### src/rtl/x1_lane_sequencer.sv
// Sequences one read/write command across NUM_LANES Neuromorphic_X1 macros and aggregates the acks.
// Optional BUS-state abort timer is compiled in with X1_SEQ_TIMEOUT_EN.
module x1_lane_sequencer #(
    parameter int NUM_LANES      = 4,
    parameter int DW             = 32,
    parameter int TIMEOUT_CYCLES = 64
) (
    input  logic                    wb_clk_i,
    input  logic                    wb_rst_i,
    // Both cmd and rsp channels: a transfer happens on a rising edge where valid && ready;
    // the producer holds its payload stable while valid is high and ready is low.
    input  logic                    cmd_valid,
    output logic                    cmd_ready,
    input  logic                    cmd_we,
    input  logic [NUM_LANES-1:0]    cmd_lane_en,
    input  logic [NUM_LANES*DW-1:0] cmd_dat,
    output logic [NUM_LANES-1:0]    slave_cyc_o,
    output logic [NUM_LANES-1:0]    slave_stb_o,
    output logic                    slave_we_o,
    output logic [NUM_LANES*DW-1:0] slave_dat_o,
    input  logic [NUM_LANES-1:0]    slave_ack_i,
    input  logic [NUM_LANES*DW-1:0] slave_dat_i,
    output logic                    rsp_valid,
    input  logic                    rsp_ready,
    output logic [NUM_LANES*DW-1:0] rsp_dat,
    output logic [NUM_LANES-1:0]    rsp_ack_mask,
    output logic                    rsp_timeout,
    output logic                    busy
);

    typedef enum logic [1:0] {
        IDLE = 2'd0,
        BUS  = 2'd1,
        RESP = 2'd2
    } state_t;

    state_t                  state;
    state_t                  state_next;
    logic [NUM_LANES-1:0]    pending;
    logic [NUM_LANES-1:0]    pending_next;
    logic [NUM_LANES-1:0]    ack_mask;
    logic [NUM_LANES-1:0]    ack_mask_next;
    logic [NUM_LANES*DW-1:0] rdat;
    logic [NUM_LANES*DW-1:0] rdat_next;
    logic                    timeout_q;
    logic                    timeout_next;
    logic                    we_q;
    logic [NUM_LANES*DW-1:0] wdat_q;
    logic [NUM_LANES-1:0]    ack_hit;
    logic                    accept;
    logic                    tmo_hit;

    assign accept  = (state == IDLE) && cmd_valid;
    // Only lanes still pending can complete; duplicates and disabled lanes fall out here.
    assign ack_hit = slave_ack_i & pending;

`ifdef X1_SEQ_TIMEOUT_EN
    localparam int CW = (TIMEOUT_CYCLES > 2) ? $clog2(TIMEOUT_CYCLES) : 1;

    logic [CW-1:0] tmo_cnt;

    always_ff @(posedge wb_clk_i or posedge wb_rst_i) begin
        if (wb_rst_i) begin
            tmo_cnt <= '0;
        end else if (accept) begin
            tmo_cnt <= '0;
        end else if (state == BUS) begin
            tmo_cnt <= tmo_cnt + 1'b1;
        end
    end

    assign tmo_hit = (state == BUS) && (tmo_cnt == CW'(TIMEOUT_CYCLES - 1));
`else
    assign tmo_hit = 1'b0;
`endif

    always_ff @(posedge wb_clk_i or posedge wb_rst_i) begin
        if (wb_rst_i) begin
            state     <= IDLE;
            pending   <= '0;
            ack_mask  <= '0;
            rdat      <= '0;
            timeout_q <= 1'b0;
            we_q      <= 1'b0;
            wdat_q    <= '0;
        end else begin
            state     <= state_next;
            pending   <= pending_next;
            ack_mask  <= ack_mask_next;
            rdat      <= rdat_next;
            timeout_q <= timeout_next;
            if (accept) begin
                we_q   <= cmd_we;
                wdat_q <= cmd_dat;
            end
        end
    end

    always_comb begin
        state_next    = state;
        pending_next  = pending;
        ack_mask_next = ack_mask;
        rdat_next     = rdat;
        timeout_next  = timeout_q;
        case (state)
            IDLE: begin
                if (cmd_valid) begin
                    ack_mask_next = '0;
                    rdat_next     = '0;
                    timeout_next  = 1'b0;
                    if (cmd_lane_en != '0) begin
                        pending_next = cmd_lane_en;
                        state_next   = BUS;
                    end else begin
                        state_next = RESP;
                    end
                end
            end
            BUS: begin
                pending_next  = pending & ~ack_hit;
                ack_mask_next = ack_mask | ack_hit;
                if (!we_q) begin
                    for (int i = 0; i < NUM_LANES; i++) begin
                        if (ack_hit[i]) begin
                            rdat_next[i*DW +: DW] = slave_dat_i[i*DW +: DW];
                        end
                    end
                end
                // A final ack landing in the timeout cycle wins over the abort.
                if (pending_next == '0) begin
                    state_next = RESP;
                end else if (tmo_hit) begin
                    pending_next = '0;
                    timeout_next = 1'b1;
                    state_next   = RESP;
                end
            end
            RESP: begin
                if (rsp_ready) begin
                    state_next = IDLE;
                end
            end
            default: begin
                state_next   = IDLE;
                pending_next = '0;
            end
        endcase
    end

    // Strobes are the pending register itself, so they fall asynchronously with reset.
    assign slave_cyc_o  = pending;
    assign slave_stb_o  = pending;
    assign slave_we_o   = we_q;
    assign slave_dat_o  = wdat_q;
    assign cmd_ready    = (state == IDLE);
    assign rsp_valid    = (state == RESP);
    assign rsp_dat      = rdat;
    assign rsp_ack_mask = ack_mask;
    assign rsp_timeout  = timeout_q;
    assign busy         = (state != IDLE);

endmodule

### config.mk
export PLATFORM = sky130hd
export DESIGN_NAME = x1_lane_sequencer
export DESIGN_NICKNAME = d
export VERILOG_FILES = /design/src/rtl/x1_lane_sequencer.sv
export SDC_FILE = /design/constraint.sdc
export NUM_CORES = 1
export LEC_CHECK = 0
export ABC_AREA = 1
export CAP_MARGIN = 15
export CORE_AREA = 8 8 207 209
export CTS_BUF_LIST = sky130_fd_sc_hd__clkbuf_4 sky130_fd_sc_hd__clkbuf_8
export DETAILED_ROUTE_END_ITERATION = 7
export DIE_AREA = 0 0 215 217
export GPL_TIMING_DRIVEN = 0
export PLACE_DENSITY = 0.54
export SYNTH_ARGS = -nofsm -noshare
export SYNTH_HDL_FRONTEND = slang
export SYNTH_SLANG_ARGS = --single-unit
### constraint.sdc
create_clock -name wb_clk_i -period 11.85 [get_ports wb_clk_i]
set_input_delay 1.7775 -clock wb_clk_i [delete_from_list [all_inputs] [get_ports wb_clk_i]]
set_output_delay 1.7775 -clock wb_clk_i [all_outputs]
set_load 0.05 [all_outputs]
# ---- Yosys cells after proc, flatten, opt, wreduce, memory -nomap -nowiden
# Index checks and enable logic that the tools add are counted.
dict set report totals {
  elab_cells 55
  out_inout_bits 273
  inputBits 269
  register_bits 267
}
dict set report classes {
  n_reduce_logical 13
  n_eq_ne 11
  n_mux 17
  bitwise 5
}
# op n
set ops {}
lappend ops {{128-bit 2-to-1 mux} 2}
lappend ops {{128-bit one-hot mux with 2 select lines} 1}
lappend ops {{32-bit 2-to-1 mux} 4}
lappend ops {{4-bit AND reduction} 4}
lappend ops {{2-bit != test, second input constant} 7}
lappend ops {{4-bit 2-to-1 mux} 3}
lappend ops {{4-bit one-hot mux with 3 select lines} 1}
lappend ops {{4-bit AND} 2}
lappend ops {{2-bit 2-to-1 mux} 4}
lappend ops {{4-bit one-hot mux with 2 select lines} 1}
lappend ops {{2-bit one-hot mux with 3 select lines} 1}
lappend ops {{3-bit AND reduction} 2}
lappend ops {{4-bit logical NOT} 1}
lappend ops {{2-bit by 1-bit != test with 1-bit output, second input constant} 2}
lappend ops {{4-bit inverter} 1}
lappend ops {{4-bit OR} 1}
lappend ops {{2-bit nonzero test} 2}
lappend ops {{4-bit nonzero test} 1}
lappend ops {{2-bit by 1-bit equality test with 1-bit output, second input constant} 1}
lappend ops {{2-bit equality test, second input constant} 1}
lappend ops {{2-bit logical NOT} 1}
lappend ops {{2-bit AND reduction} 1}
lappend ops {{1-bit logical AND} 1}
lappend ops {{1-bit inverter} 1}

# ---- Logic depth before layout (Yosys ltp)
# Gate-level depths: netlist of the first run.
dict set report logic_depth {
  depth_word 6
  depth_mapped 9
  mapped_depth_nobuf 8
}

# ---- Worst setup path after synthesis of the first run
# Ideal clock, no wire load.
dict set report synth_path {
  path_type {reg2out}
  start {register state[0]}
  end {output port busy}
  stages_incl_launch_ff 3
  slack_ps 8900
  t_required_ps 10073
  arrival_time_ps 1172
  n_path_buf 0
  cell_sequence {dfrtp_1 nor2_4 inv_1}
}
dict set report synth_between {
  elab_chain_len 1
}
# item line
set synth_lines {}
lappend synth_lines {{start, declared} 37} ;# state_t state;
lappend synth_lines {{start signal, assigned} 87} ;# state <= state_next;
lappend synth_lines {{2-bit nonzero test} 160} ;# assign busy = (state != IDLE);
lappend synth_lines {{end, declared} 28} ;# output logic busy
# No other way between the ends.

# ---- Final worst setup path of the first run
dict set report layout_path {
  start {register state[0]}
  end {output port cmd_ready}
}
dict set report layout_between {
  elab_chain_len 1
}
# item line
set layout_lines {}
lappend layout_lines {{2-bit logical NOT} 155} ;# assign cmd_ready = (state == IDLE);
lappend layout_lines {{end, declared} 13} ;# output logic cmd_ready,
# No other way between the ends.

==> out/qor.txt, run 1 <==
Routed WL per cell: 19.5 um
Post-Synthesis Cells: 1196
Largest net degree at the start of global routing: 108
Measured slew at the worst slew-check pin: 673 ps
Total track usage: 0.192
Fmax: 253 MHz
Syn Area/Cell: 8.80 um2
Dpl hpwl: 35600 um
Multi-input logic area: 0.00335 mm2
Clk_lat worst skew: 600 ps
Tcrit/Tclk final: 0.334
Max-Cap Viols: 0
Die Width: 215 um
H-Tree Level Count: 2
Post-synthesis sequential area ratio: 0.635
I/O pins: 542
Nets: 2060
Hold Path Class: reg2reg
Setup Viol. Count Final: 0
Initial DRC count: 545
CP Data Arrival Time: 2180 ps
Routed wire length: 46000 um
Share of layout cells above drive strength 1: 0.0946
Row count: 73
Die H: 217 um
Gpl congestion: 0.814
Total clock sinks: 267
Total CTS buffers: 51
Clk slew on worst S/H paths: 50 ps
Worst IR Drop VDD: 0.000168 V
Cts hold-fix bufs: 0
Type of origin of the critical path: flip-flop
Post_cts resized: 0
Distinct cells, synth: 16
Hold Vio Cnt, Final: 0
Sequential Area: 0.00668 mm2
CTS max path bufs: 3
CORE AREA: 0.0395 mm2
RSZ-0062 raised after global routing: false
Vias in the first global route: 10800
Drt pass-1 iters: 5
Clk_skew: 19.1 ps
Max-slew violations: 0
Area of placed instances: 0.0166 mm2
# fillers: 3926
Leak: 0.00882 uW
Vias per inst: 4.32
Initial antenna violation count: 3
First-pass GRT wire length: 69100 um
Synthesized area: 0.0105 mm2
Die Area: 0.0467 mm2
Critical Path Sink Type: output port
Via count: 10200
Post-DRT Antenna Nets: 0
Synthesis Warnings: 0
Total negative slack: 0 ps
Run status: complete, no violations
Clk root buf: clkbuf_8
PwrDens: 327 mW/mm2
Crit-path max FO: 9
Fin crit period: 3960 ps
Design Area, Final: 0.0177 mm2
WS Path Type: reg2out
Area grow syn2layout: 68.6%
Critical path data required time: 10070 ps
CTS tree: yes
Final hold slack: 474 ps
Synth Net Count: 1465
I/O Buffers: 540
Synthesized flop and latch total: 267
Grt ovf: 0
Initial core utilization: 0.267
Drt drc: 0
Slew margin rel.: 0.550
Post-CTS Setup Bufs: 0
per-stage QoR:
stage | util | std cells | total power [uW] | worst slack, ps
after floorplan | - | 1196 | 3570 | 2720
after global placement | 0.420 | 2261 | 4860 | -1590
after detailed placement | 0.422 | 2263 | 4870 | 8450
after CTS | 0.450 | 2354 | 5880 | 7820
after global routing | 0.450 | 2355 | 6120 | 7790
final | 0.450 | 2355 | 5800 | 7890
registers in the layout, indices dropped and copies added, names as in the netlist:
register / count
slave_cyc_o: 4
slave_we_o: 1
rsp_dat: 128
slave_dat_o: 128
rsp_ack_mask: 4
state: 2
worst max-delay path: stages, from the launching register on:
cell and delay, ps:
dfrtp_1 440, nor2_4 270, clkdlybuf4s50_1 870
cells in the mapped netlist:
master / count / area share
clkbuf_1: 6 / 0.0021
o21ai_0: 6 / 0.0029
nor2_4: 1 / 0.0011
inv_1: 15 / 0.0053
conb_1: 1 / 0.00036
a21oi_1: 5 / 0.0024
nand2_4: 1 / 0.0011
buf_2: 40 / 0.019
dfrtp_1: 267 / 0.63
nand3_1: 134 / 0.064
buf_4: 25 / 0.018
nor2_1: 7 / 0.0025
nand2_2: 5 / 0.0030
inv_2: 6 / 0.0021
nand2_1: 676 / 0.24
nor2_2: 1 / 0.00059
final timing paths:
path                       slack [ps]              from  cells past startpoint               end
max in group asynchronous        9180          wb_rst_i                      3      rsp_dat[118]
min in group asynchronous        1660          wb_rst_i                      2       rsp_dat[51]
max                              7890          state[0]                      2         cmd_ready
min                               470  slave_dat_o[127]                      2  slave_dat_o[127]
min reg2reg                       470  slave_dat_o[127]                      2  slave_dat_o[127]
max reg2reg                     10140          state[1]                      9       rsp_dat[87]
where the power goes:
group	internal, uW	total [uW]	leakage, uW	switching [uW]
clock	564	968	0.000589	403
sequential	1300	1530	0.00345	228
combinational	1000	3300	0.00478	2300
total	2870	5800	0.00882	2930
cell families (layout without fill, tap and decap cells):
logic type             count (synthesis)  in the layout  share of synthesized area
AND/OR/NAND/NOR                      825            825                      0.313
flip-flops                           267            267                      0.635
buffers and inverters                 92            725                     0.0465
AO/OA/AOI/OAI                         11             11                    0.00523
other                                  1              2                   0.000356
routing by layer:
metal / track usage / up-vias / share of wire
met1: 0.219 / 4804 / 0.39
met5: 0 / - / 0.00067
met3: 0.0829 / 69 / 0.10
li1: - / 4892 / -
met2: 0.320 / 414 / 0.48
met4: 0.0665 / 4 / 0.026
cell type report:
type,instances,share of cell area
antenna,1,0.000141
buffer,71,0.0231
clock buffer,83,0.0577
clock inverter,8,0.00367
inverter,21,0.00487
multi-input combinational,837,0.189
sequential,267,0.377
tap,525,0.0370
timing repair buffer,542,0.308
cells in the final DEF (no fill, tap or decap):
cell type	instances
nor2_2	1
a21oi_1	5
inv_1	14
inv_2	6
bufinv_16	1
o21ai_0	6
nor2_1	7
clkdlybuf4s50_1	540
diode_2	1
buf_16	2
dfrtp_1	267
conb_1	1
buf_4	25
nand2_4	1
clkinv_2	7
inv_8	1
nand2_1	676
clkbuf_8	64
nand3_1	134
nand2_2	5
nor2_4	1
buf_2	40
clkbuf_1	6
clkbuf_4	19
(Power assumes the default switching activity.)
==> run 2, diff against run 1 <==
- CORE_AREA: 8 8 207 209 -> 8 8 205 207
- DIE_AREA: 0 0 215 217 -> 0 0 213 215
- PLACE_DENSITY: 0.54 -> 0.57
- clock period: 11.85 -> 3.3 ns (I/O delays scaled with it)
==> out/qor.txt, run 2 (synthesis results as in run 1) <==
Run status: complete, no violations
I/O Buffers: 540 (unchanged)
Critical Path Source: state[0]
Worst IR Drop VDD: 0.000619 V (+270%)
Sequential Area: 0.00668 mm2 (unchanged)
I/O pins: 542 (unchanged)
Fmax: 380 MHz
Clk root buf: clkbuf_8
Cts hold-fix bufs: 0 (unchanged)
Setup Viol. Count Final: 0 (unchanged)
Die Area: 0.0458 mm2 (-1.8%)
Area of placed instances: 0.0168 mm2 (+0.65%)
Tcrit/Tclk final: 0.797
Share of layout cells above drive strength 1: 0.0946 (unchanged)
Initial DRC count: 485 (-11%)
WS Path Type: reg2out
Fin crit period: 2630 ps
Design Area, Final: 0.0178 mm2 (+0.25%)
Met1 usage: 0.211 (-0.00826)
Type of origin of the critical path: flip-flop
Vias in the first global route: 10800 (+0.18%)
Die Width: 213 um (-0.93%)
CP Data Arrival Time: 2130 ps (-50 ps)
Via count: 10200 (+0.55%)
Largest net degree at the start of global routing: 42 (-61%)
Hold Vio Cnt, Final: 0 (unchanged)
Drt drc: 0 (unchanged)
Measured slew at the worst slew-check pin: 723 ps (+49.9 ps)
Post-DRT Antenna Nets: 0 (unchanged)
Die H: 215 um (-0.92%)
Vias per inst: 4.34 (+0.42%)
Met2 usage: 0.320 (about the same)
Routed wire length: 45200 um (-1.7%)
Routed WL per cell: 19.2 um (-1.8%)
Slowest-stage cell, CP: clkdlybuf4s50_1
Post-CTS Setup Bufs: 0 (unchanged)
Total clock sinks: 267 (unchanged)
RR Startpoint: state[1]
Area grow syn2layout: 69.0%
# fillers: 3835 (-2.3%)
Total track usage: 0.192 (about the same)
Critical Path Sink Type: output port
H-Tree Level Count: 2 (unchanged)
CTS tree: yes
Clk_skew: 17.8 ps (-1.28 ps)
Total CTS buffers: 49 (-3.9%)
Initial antenna violation count: 4 (+1)
Max-Cap Viols: 0 (unchanged)
Met3 usage: 0.0875 (+0.00453)
Most frequent cells in the layout: nand2_1, clkdlybuf4s50_1, dfrtp_1
Gr busiest metal: met2
Post_cts resized: 0 (unchanged)
Row count: 73 (unchanged)
Clk slew on worst S/H paths: 60 ps (about the same)
Crit-path max FO: 9 (unchanged)
PwrDens: 1160 mW/mm2 (+250%)
First-pass GRT wire length: 67300 um (-2.6%)
CORE AREA: 0.0390 mm2 (-1.2%)
CP Cell Sequence: nor2_4, clkdlybuf4s50_1
Crit path largest cell delay: 860 ps (about the same)
Multi-input logic area: 0.00335 mm2 (unchanged)
Leak: 0.00883 uW (about the same)
Gpl congestion: 0.919 (+13%)
Critical path data required time: 2800 ps (-7270 ps)
Dpl hpwl: 35700 um (+0.33%)
Max-slew violations: 0 (unchanged)
Hold Path Class: in2async
Core Util, Final: 0.456 (+0.00639)
Nets: 2064 (+0.19%)
Commonest non-fill, non-tap cell in the layout: nand2_1
Clk_lat worst skew: 590 ps (about the same)
Grt ovf: 0 (unchanged)
Slew margin rel.: 0.516 (-0.0334)
Initial core utilization: 0.270 (+0.00312)
RSZ-0062 raised after global routing: false
Drt pass-1 iters: 7 (+2)
CTS max path bufs: 3 (unchanged)
run 2: metrics by stage:
stage	hold WS, ps	cells	total power (uW)	setup WS (ps)	setup TNS (ps)
floorplan	605	1196	12800	-720	-192370
global placement	461	2261	17400	-3050	-805080
detailed placement	464	2269	17500	1130	0
CTS	194	2354	20900	572	0
global route	274	2357	21800	537	0
finish	258	2358	20600	671	0
run 2: power by group:
part	switching [uW]	leakage (uW)	internal, uW	total (uW)
clock	1400	0.000546	1880	3280
combinational	8220	0.00483	3620	11800
sequential	833	0.00345	4680	5510
run 2: final timing paths:
check,end,slack [ps],depth (start not counted)
max in group asynchronous,slave_dat_o[26],1800,6
max reg2reg,rsp_dat[73],1540,9
min in group wb_clk_i,slave_we_o,440,3
max,cmd_ready,670,2
min reg2reg,slave_dat_o[25],470,2
min,slave_dat_o[122],260,2
run 2: layout make-up:
cell class                      count  share of cell area
Inverter                           21             0.00464
Sequential cell                   267               0.376
Antenna cell                        4            0.000563
Clock buffer                       75              0.0528
Multi-Input combinational cell    837               0.189
Tap cell                          525              0.0369
Timing Repair Buffer              548               0.313
Clock inverter                     10             0.00436
Buffer                             71              0.0231
run 2: routing by layer:
metal | wire, um | part of all wire
met5 | 0 | 0
met4 | 1390 | 0.031
met3 | 5400 | 0.12
met2 | 21500 | 0.48
met1 | 16900 | 0.37
run 2: critical path, delay by kind of cell (launching register included):
family                 cells  cell delay [ps]
flip-flops                 1              430
AND/OR/NAND/NOR            1              240
buffers and inverters      1              860
